**config.mk**
```make
export PLATFORM = sky130hd
export DESIGN_NAME = ex_mem_wb_pipe
export DESIGN_NICKNAME = d
export VERILOG_FILES = /design/src/rtl/ex_pipe_pkg.sv /design/src/rtl/ex_mem_wb_pipe_alu.sv /design/src/rtl/ex_mem_wb_pipe.sv
export SDC_FILE = /design/constraint.sdc
export NUM_CORES = 1
export LEC_CHECK = 0
export CAP_MARGIN = 20
export CORE_MARGIN = 5
export CORE_UTILIZATION = 50
export CTS_BUF_LIST = sky130_fd_sc_hd__clkbuf_4 sky130_fd_sc_hd__clkbuf_8 sky130_fd_sc_hd__clkbuf_16
export DETAILED_ROUTE_END_ITERATION = 10
export PLACE_DENSITY = 0.84
export SLEW_MARGIN = 20
export SYNTH_ARGS = -nofsm -noshare
export SYNTH_HDL_FRONTEND = slang
export SYNTH_SLANG_ARGS = --single-unit
```
**constraint.sdc**
```tcl
create_clock -name clk -period 9.5 [get_ports clk]
set_input_delay 2.85 -clock clk [delete_from_list [all_inputs] [get_ports clk]]
set_output_delay 2.85 -clock clk [all_outputs]
set_load 0.005 [all_outputs]
```
**src/rtl/ex_pipe_pkg.sv**
```systemverilog
// Shared encodings for the execute / memory-writeback back end.
package ex_pipe_pkg;

    typedef enum logic [3:0] {
        ALU_ADD  = 4'd0,
        ALU_SUB  = 4'd1,
        ALU_AND  = 4'd2,
        ALU_OR   = 4'd3,
        ALU_XOR  = 4'd4,
        ALU_SLL  = 4'd5,
        ALU_SRL  = 4'd6,
        ALU_SRA  = 4'd7,
        ALU_SLT  = 4'd8,
        ALU_SLTU = 4'd9
    } alu_op_t;

    typedef enum logic [2:0] {
        BR_NONE = 3'd0,
        BR_EQ   = 3'd1,
        BR_NE   = 3'd2,
        BR_LT   = 3'd3,
        BR_GE   = 3'd4
    } br_t;

endpackage

```
**src/rtl/ex_mem_wb_pipe_alu.sv**
```systemverilog
// Combinational ALU plus branch-condition evaluation for the EX stage.
module ex_alu
    import ex_pipe_pkg::*;
#(
    parameter int XLEN = 32
) (
    input  logic [XLEN-1:0] a_i,
    input  logic [XLEN-1:0] b_i,
    input  alu_op_t         op_i,
    input  br_t             br_i,
    output logic [XLEN-1:0] result_o,
    output logic            br_cond_o
);
    localparam int SH_W = $clog2(XLEN);

    logic signed [XLEN-1:0] a_s;
    logic signed [XLEN-1:0] b_s;
    logic [SH_W-1:0]        shamt;

    assign a_s   = a_i;
    assign b_s   = b_i;
    assign shamt = b_i[SH_W-1:0];

    always_comb begin
        result_o = '0;
        case (op_i)
            ALU_ADD:  result_o = a_i + b_i;
            ALU_SUB:  result_o = a_i - b_i;
            ALU_AND:  result_o = a_i & b_i;
            ALU_OR:   result_o = a_i | b_i;
            ALU_XOR:  result_o = a_i ^ b_i;
            ALU_SLL:  result_o = a_i << shamt;
            ALU_SRL:  result_o = a_i >> shamt;
            ALU_SRA:  result_o = a_s >>> shamt;
            ALU_SLT:  result_o = {{(XLEN-1){1'b0}}, (a_s < b_s)};
            ALU_SLTU: result_o = {{(XLEN-1){1'b0}}, (a_i < b_i)};
            default:  result_o = '0;
        endcase
    end

    always_comb begin
        br_cond_o = 1'b0;
        case (br_i)
            BR_EQ:   br_cond_o = (a_i == b_i);
            BR_NE:   br_cond_o = (a_i != b_i);
            BR_LT:   br_cond_o = (a_s < b_s);
            BR_GE:   br_cond_o = !(a_s < b_s);
            default: br_cond_o = 1'b0;
        endcase
    end

endmodule

```
**src/rtl/ex_mem_wb_pipe.sv**
```systemverilog
// EX stage with forwarding feeding an EX/MEM register that drives a
// valid/ack data-memory port, register-file writeback and branch resolution.
module ex_mem_wb_pipe
    import ex_pipe_pkg::*;
#(
    parameter int XLEN  = 32,
    parameter int RA_W  = 5,
    parameter int DA_W  = 5,
    parameter int CNT_W = 16
) (
    input  logic             clk,
    input  logic             rst,
    input  logic             id_valid,
    input  logic [RA_W-1:0]  id_rs1,
    input  logic [RA_W-1:0]  id_rs2,
    input  logic [XLEN-1:0]  id_rs1_data,
    input  logic [XLEN-1:0]  id_rs2_data,
    input  logic [RA_W-1:0]  id_rd,
    input  logic [XLEN-1:0]  id_imm,
    input  logic             id_alu_src,
    input  alu_op_t          id_alu_op,
    input  logic             id_reg_write,
    input  logic             id_mem_read,
    input  logic             id_mem_write,
    input  br_t              id_br,
    input  logic [XLEN-1:0]  id_pc,
    input  logic             flush,
    output logic             stall_out,
    output logic             dm_req,
    output logic             dm_we,
    output logic [DA_W-1:0]  dm_addr,
    output logic [XLEN-1:0]  dm_wdata,
    input  logic [XLEN-1:0]  dm_rdata,
    input  logic             dm_ack,
    output logic             wb_en,
    output logic [RA_W-1:0]  wb_rd,
    output logic [XLEN-1:0]  wb_data,
    output logic             br_taken,
    output logic [XLEN-1:0]  br_target,
    output logic [CNT_W-1:0] retired
);
    localparam logic [CNT_W-1:0] CNT_MAX = '1;

    logic            valid_q, valid_d, rw_q, rw_d, mr_q, mr_d, mw_q, mw_d, brc_q, brc_d;
    logic [RA_W-1:0] rd_q, rd_d;
    logic [XLEN-1:0] alu_q, alu_d, sdata_q, sdata_d, tgt_q, tgt_d;
    logic [CNT_W-1:0] retired_q, retired_d;

    logic            mem_op, stall, is_br, fwd_a, fwd_b, br_cond;
    logic [XLEN-1:0] op_a, rs2_fwd, op_b, alu_res;

    // EX/MEM outputs
    assign mem_op    = valid_q && (mr_q || mw_q);
    assign stall     = mem_op && !dm_ack;
    assign stall_out = stall;
    assign dm_req    = mem_op;
    assign dm_we     = mem_op && mw_q;
    assign dm_addr   = alu_q[DA_W+1:2];
    assign dm_wdata  = sdata_q;
    assign wb_en     = valid_q && rw_q && (rd_q != '0) && (!mr_q || dm_ack);
    assign wb_rd     = rd_q;
    assign wb_data   = mr_q ? dm_rdata : alu_q;
    assign br_taken  = valid_q && brc_q;
    assign br_target = tgt_q;
    assign retired   = retired_q;

    // EX: wb_en already folds in valid, reg_write and rd != 0
    assign fwd_a   = wb_en && (rd_q == id_rs1);
    assign fwd_b   = wb_en && (rd_q == id_rs2);
    assign op_a    = fwd_a ? wb_data : id_rs1_data;
    assign rs2_fwd = fwd_b ? wb_data : id_rs2_data;
    assign op_b    = id_alu_src ? id_imm : rs2_fwd;
    assign is_br   = (id_br != BR_NONE);

    ex_alu #(.XLEN(XLEN)) u_alu (
        .a_i       (op_a),
        .b_i       (op_b),
        .op_i      (id_alu_op),
        .br_i      (id_br),
        .result_o  (alu_res),
        .br_cond_o (br_cond)
    );

    always_comb begin
        valid_d   = valid_q;
        rw_d      = rw_q;
        mr_d      = mr_q;
        mw_d      = mw_q;
        brc_d     = brc_q;
        rd_d      = rd_q;
        alu_d     = alu_q;
        sdata_d   = sdata_q;
        tgt_d     = tgt_q;
        retired_d = retired_q;
        if (valid_q && !stall && retired_q != CNT_MAX)
            retired_d = retired_q + CNT_W'(1);
        if (!stall) begin
            rd_d    = id_rd;
            alu_d   = alu_res;
            sdata_d = rs2_fwd;
            tgt_d   = id_pc + id_imm;
            if (flush || br_taken) begin
                valid_d = 1'b0;
                rw_d    = 1'b0;
                mr_d    = 1'b0;
                mw_d    = 1'b0;
                brc_d   = 1'b0;
            end else begin
                // branches are stripped of any writeback or memory side effect
                valid_d = id_valid;
                rw_d    = id_reg_write && !is_br;
                mr_d    = id_mem_read && !is_br;
                mw_d    = id_mem_write && !is_br;
                brc_d   = is_br && br_cond;
            end
        end
    end

    always_ff @(posedge clk or posedge rst) begin
        if (rst) begin
            valid_q   <= 1'b0;
            rw_q      <= 1'b0;
            mr_q      <= 1'b0;
            mw_q      <= 1'b0;
            brc_q     <= 1'b0;
            rd_q      <= '0;
            alu_q     <= '0;
            sdata_q   <= '0;
            tgt_q     <= '0;
            retired_q <= '0;
        end else begin
            valid_q   <= valid_d;
            rw_q      <= rw_d;
            mr_q      <= mr_d;
            mw_q      <= mw_d;
            brc_q     <= brc_d;
            rd_q      <= rd_d;
            alu_q     <= alu_d;
            sdata_q   <= sdata_d;
            tgt_q     <= tgt_d;
            retired_q <= retired_d;
        end
    end

endmodule
```
==> qor.csv <==
metric;value;unit
skew final;0.0188;ns
share of cells above drive strength 1;9.58;%
worst-skew pair later-pin latency;0.46;ns
routed wire length;82700;um
Post-Syn Area;16900;um2
Core Area;33500;um2
GRT Total Usage;41.7;%
Min-Delay Path Class;flip-flop to flip-flop;
post-synthesis register bit count;122;
die height;194;um
Via density;6.96;
CP startpoint kind;input pin;
number of clock buffers inserted by TritonCTS;17;
cts hold-fix bufs;0;
post-cts sizing count;0;
global-route wire length before repair;122000;um
row count;67;
Critical Path AT;8.19;ns
root buffer cell;clkbuf_16;
Mapped Cells;2174;
fillcell total;2899;
async set or reset register ratio after synthesis;100;%
most frequent CP cell;a21o_1;
min Tclk post-route;7.83;ns
Nets;2711;
f_max;128;MHz
Pwr per Cell Area;123;nW/um2
Iter 0 DRT Violations;2694;
final setup vio count;0;
number of synthesized flops with an enable pin;0;
H-tree depth;4;
vias in the first global route;19400;
r2r setup slk;4.00;ns
initial antenna violation count;3;
DIE AREA;37700;um2
via count;19800;
Final Wtd Congestion;1.05;
WS Path Type;input pin to flip-flop;
antenna-violating nets left;0;
syn_area_per_cell;7.79;um2
Netlist cell types;92;
Worst Path Max Fanout;17;
DRC Markers;0;
Post-DP HPWL;63500;um
Max Root-Sink Buffers;2;
CP Cell Sequence;clkdlybuf4s50_1 > xnor2_2 > o2111a_1 > nand3_2 > buf_4 > mux2i_1 > o21ai_0 > ha_1 > inv_1 > a21o_1 > a21o_1 > a21oi_1 > o21bai_1 > a21o_1 > a221oi_1 > xnor2_1 > and3_1 > o41ai_1;
Slowest-stage cell, CP;a221oi_1;
setup TNS;0;ns
Slew @ Worst Pin;1.21;ns
Worst Setup End Kind;flip-flop;
status;finished clean;
Starting Density;50.5;%
IO Pins;318;
final hold vios;0;
Clock Pin Slew Worst Setup and Hold Paths;0.07;ns
Pre-antenna DRT Iters;9;
total congestion overflow;0;
Worst VDD drop;0.134;mV
Wirelength per Cell;29.0;um
Final Max Tran Viols;0;
P&R area growth vs syn;22.7;%
RSZ-0062 raised after global routing;false;
Synth warnings;0;
sequential share of the synthesized area;18.0;%
storage element area;3050;um2
Post CTS Setup Buffer Count;0;
Tcrit/Tclk final;82.4;%
Critical Path RT;9.86;ns
Core Util, Final;62.0;%
Post-Syn Nets;2497;
slew margin rel.;19.2;%
number of I/O port buffers;317;
area occupied by multi-input gates;12700;um2
Leak;8.91;nW
Die X;194;um
slowest stage delay, CP;0.91;ns
largest net degree at the start of global routing;133;
Post-synth top flop;dfrtp_1;
TritonCTS clock tree;done;
Clock Sinks;122;
Max-Cap Viols;0;
## kinds of logic after synthesis
family / share of synthesized area (%)
XOR/XNOR: 3.20
AO/OA/AOI/OAI: 27.8
adder cells (fa/ha/maj): 9.88
AND/OR/NAND/NOR: 17.4
buffers and inverters: 6.98
multiplexers: 16.8
flip-flops: 18.0
## placed cells by master (no fill, tap or decap), types with 10 or more instances in the layout
master	netlist	routed
xnor2_1	44	44
nand2b_1	27	27
a221o_1	11	11
a221oi_1	21	21
o22ai_1	18	18
o21bai_1	15	15
clkbuf_16	0	17
inv_1	88	85
nor2_1	148	147
mux2i_1	164	164
nand2_1	255	255
and3_1	18	15
o31ai_1	17	17
dfrtp_1	122	121
buf_4	19	32
a222oi_1	17	17
or2_2	10	10
clkdlybuf4s50_1	0	316
nand4_1	20	20
o211ai_1	38	38
a21o_1	34	34
ha_1	129	129
mux2_4	17	17
a22oi_1	12	12
nor3_1	38	38
mux2_2	63	63
a31oi_1	38	38
o21a_1	24	24
o221ai_1	28	28
inv_2	17	18
a21oi_1	155	155
o21ai_0	147	147
nor4_1	15	14
a211oi_1	30	30
xor2_1	16	16
nand3_1	43	42
nor2b_1	24	24
## stage by stage
stage	hold slack (ns)	std cells	setup WS, ns	area [um2]	total power, W
finish	0.474	2852	1.67	20800	0.00256
global placement	0.451	2817	1.52	20200	0.00182
floorplan	0.447	2174	2.52	16900	0.00133
CTS	0.479	2849	1.82	20800	0.00252
global route	0.502	2852	1.37	20800	0.00265
detailed placement	0.466	2817	1.38	20200	0.00184
## sequential cells by signal, indices dropped and copies added, names as in the netlist
register and cells:
alu_q 32, br_target 32, dm_wdata 32, retired 16, wb_rd 5, brc_q 1
mr_q 1, mw_q 1, rw_q 1, valid_q 1
## where the power goes
group | switching, W | internal [W] | leakage [nW]
Sequential | 0.0000678 | 0.000586 | 1.50
Clock | 0.000319 | 0.000366 | 0.270
Combinational | 0.000698 | 0.000523 | 7.13
## critical path, delay by kind of cell
family	cells	cell delay [ns]
compound gates	9	2.64
buf+inv	3	1.06
simple gates	2	0.61
fa+ha+maj	1	0.47
xor+xnor	2	0.34
mux	1	0.21
## synthesized netlist by cell type, drive strengths merged, types with 18 or more instances
cell type  number  area [um2]
a211oi         30         225
a21o           34         255
a21oi         155         776
a221oi         21         184
a31oi          38         238
and3           18         113
buf            66         435
clkbuf         90         338
dfrtp         122        3050
ha            129        1610
inv           107         409
mux2           80         965
mux2i         172        1790
nand2         256         963
nand2b         27         169
nand3          43         215
nand4          20         125
nor2          152         581
nor2b          24         150
nor3           39         200
o211ai         40         310
o21a           24         180
o21ai         154         775
o221ai         28         245
o22ai          19         125
xnor2          45         402
## path summary, 6_finish.rpt
path	startpoint	end	cells after the start
worst max-delay path	id_rs2[4]	brc_q	18
max in group asynchronous	rst	mr_q	3
worst min-delay path	br_target[0]	br_target[0]	2
worst min register to register	br_target[0]	br_target[0]	2
worst max register to register	wb_rd[0]	brc_q	17
min in group asynchronous	rst	br_target[15]	2
## layer usage
layer	wire length [um]	part of all wire [%]	global-route usage, %	vias to the layer above
met5	0	0	0	-
met4	7910	9.6	31.3	0
met3	9150	11	10.5	462
met2	35900	43	65.3	1613
met1	29700	36	49.3	9272
li1	-	-	-	8490
## layout make-up
| type | count | area share, % |
|---|---|---|
| Antenna cell | 3 | 0.0361 |
| Clock buffer | 17 | 2.05 |
| Clock inverter | 15 | 0.680 |
| Inverter | 107 | 1.99 |
| Multi-Input combinational cell | 1789 | 61.3 |
| Sequential cell | 122 | 14.7 |
| Tap cell | 448 | 2.70 |
| Timing Repair Buffer | 351 | 16.6 |
(Power assumes the default switching activity.)
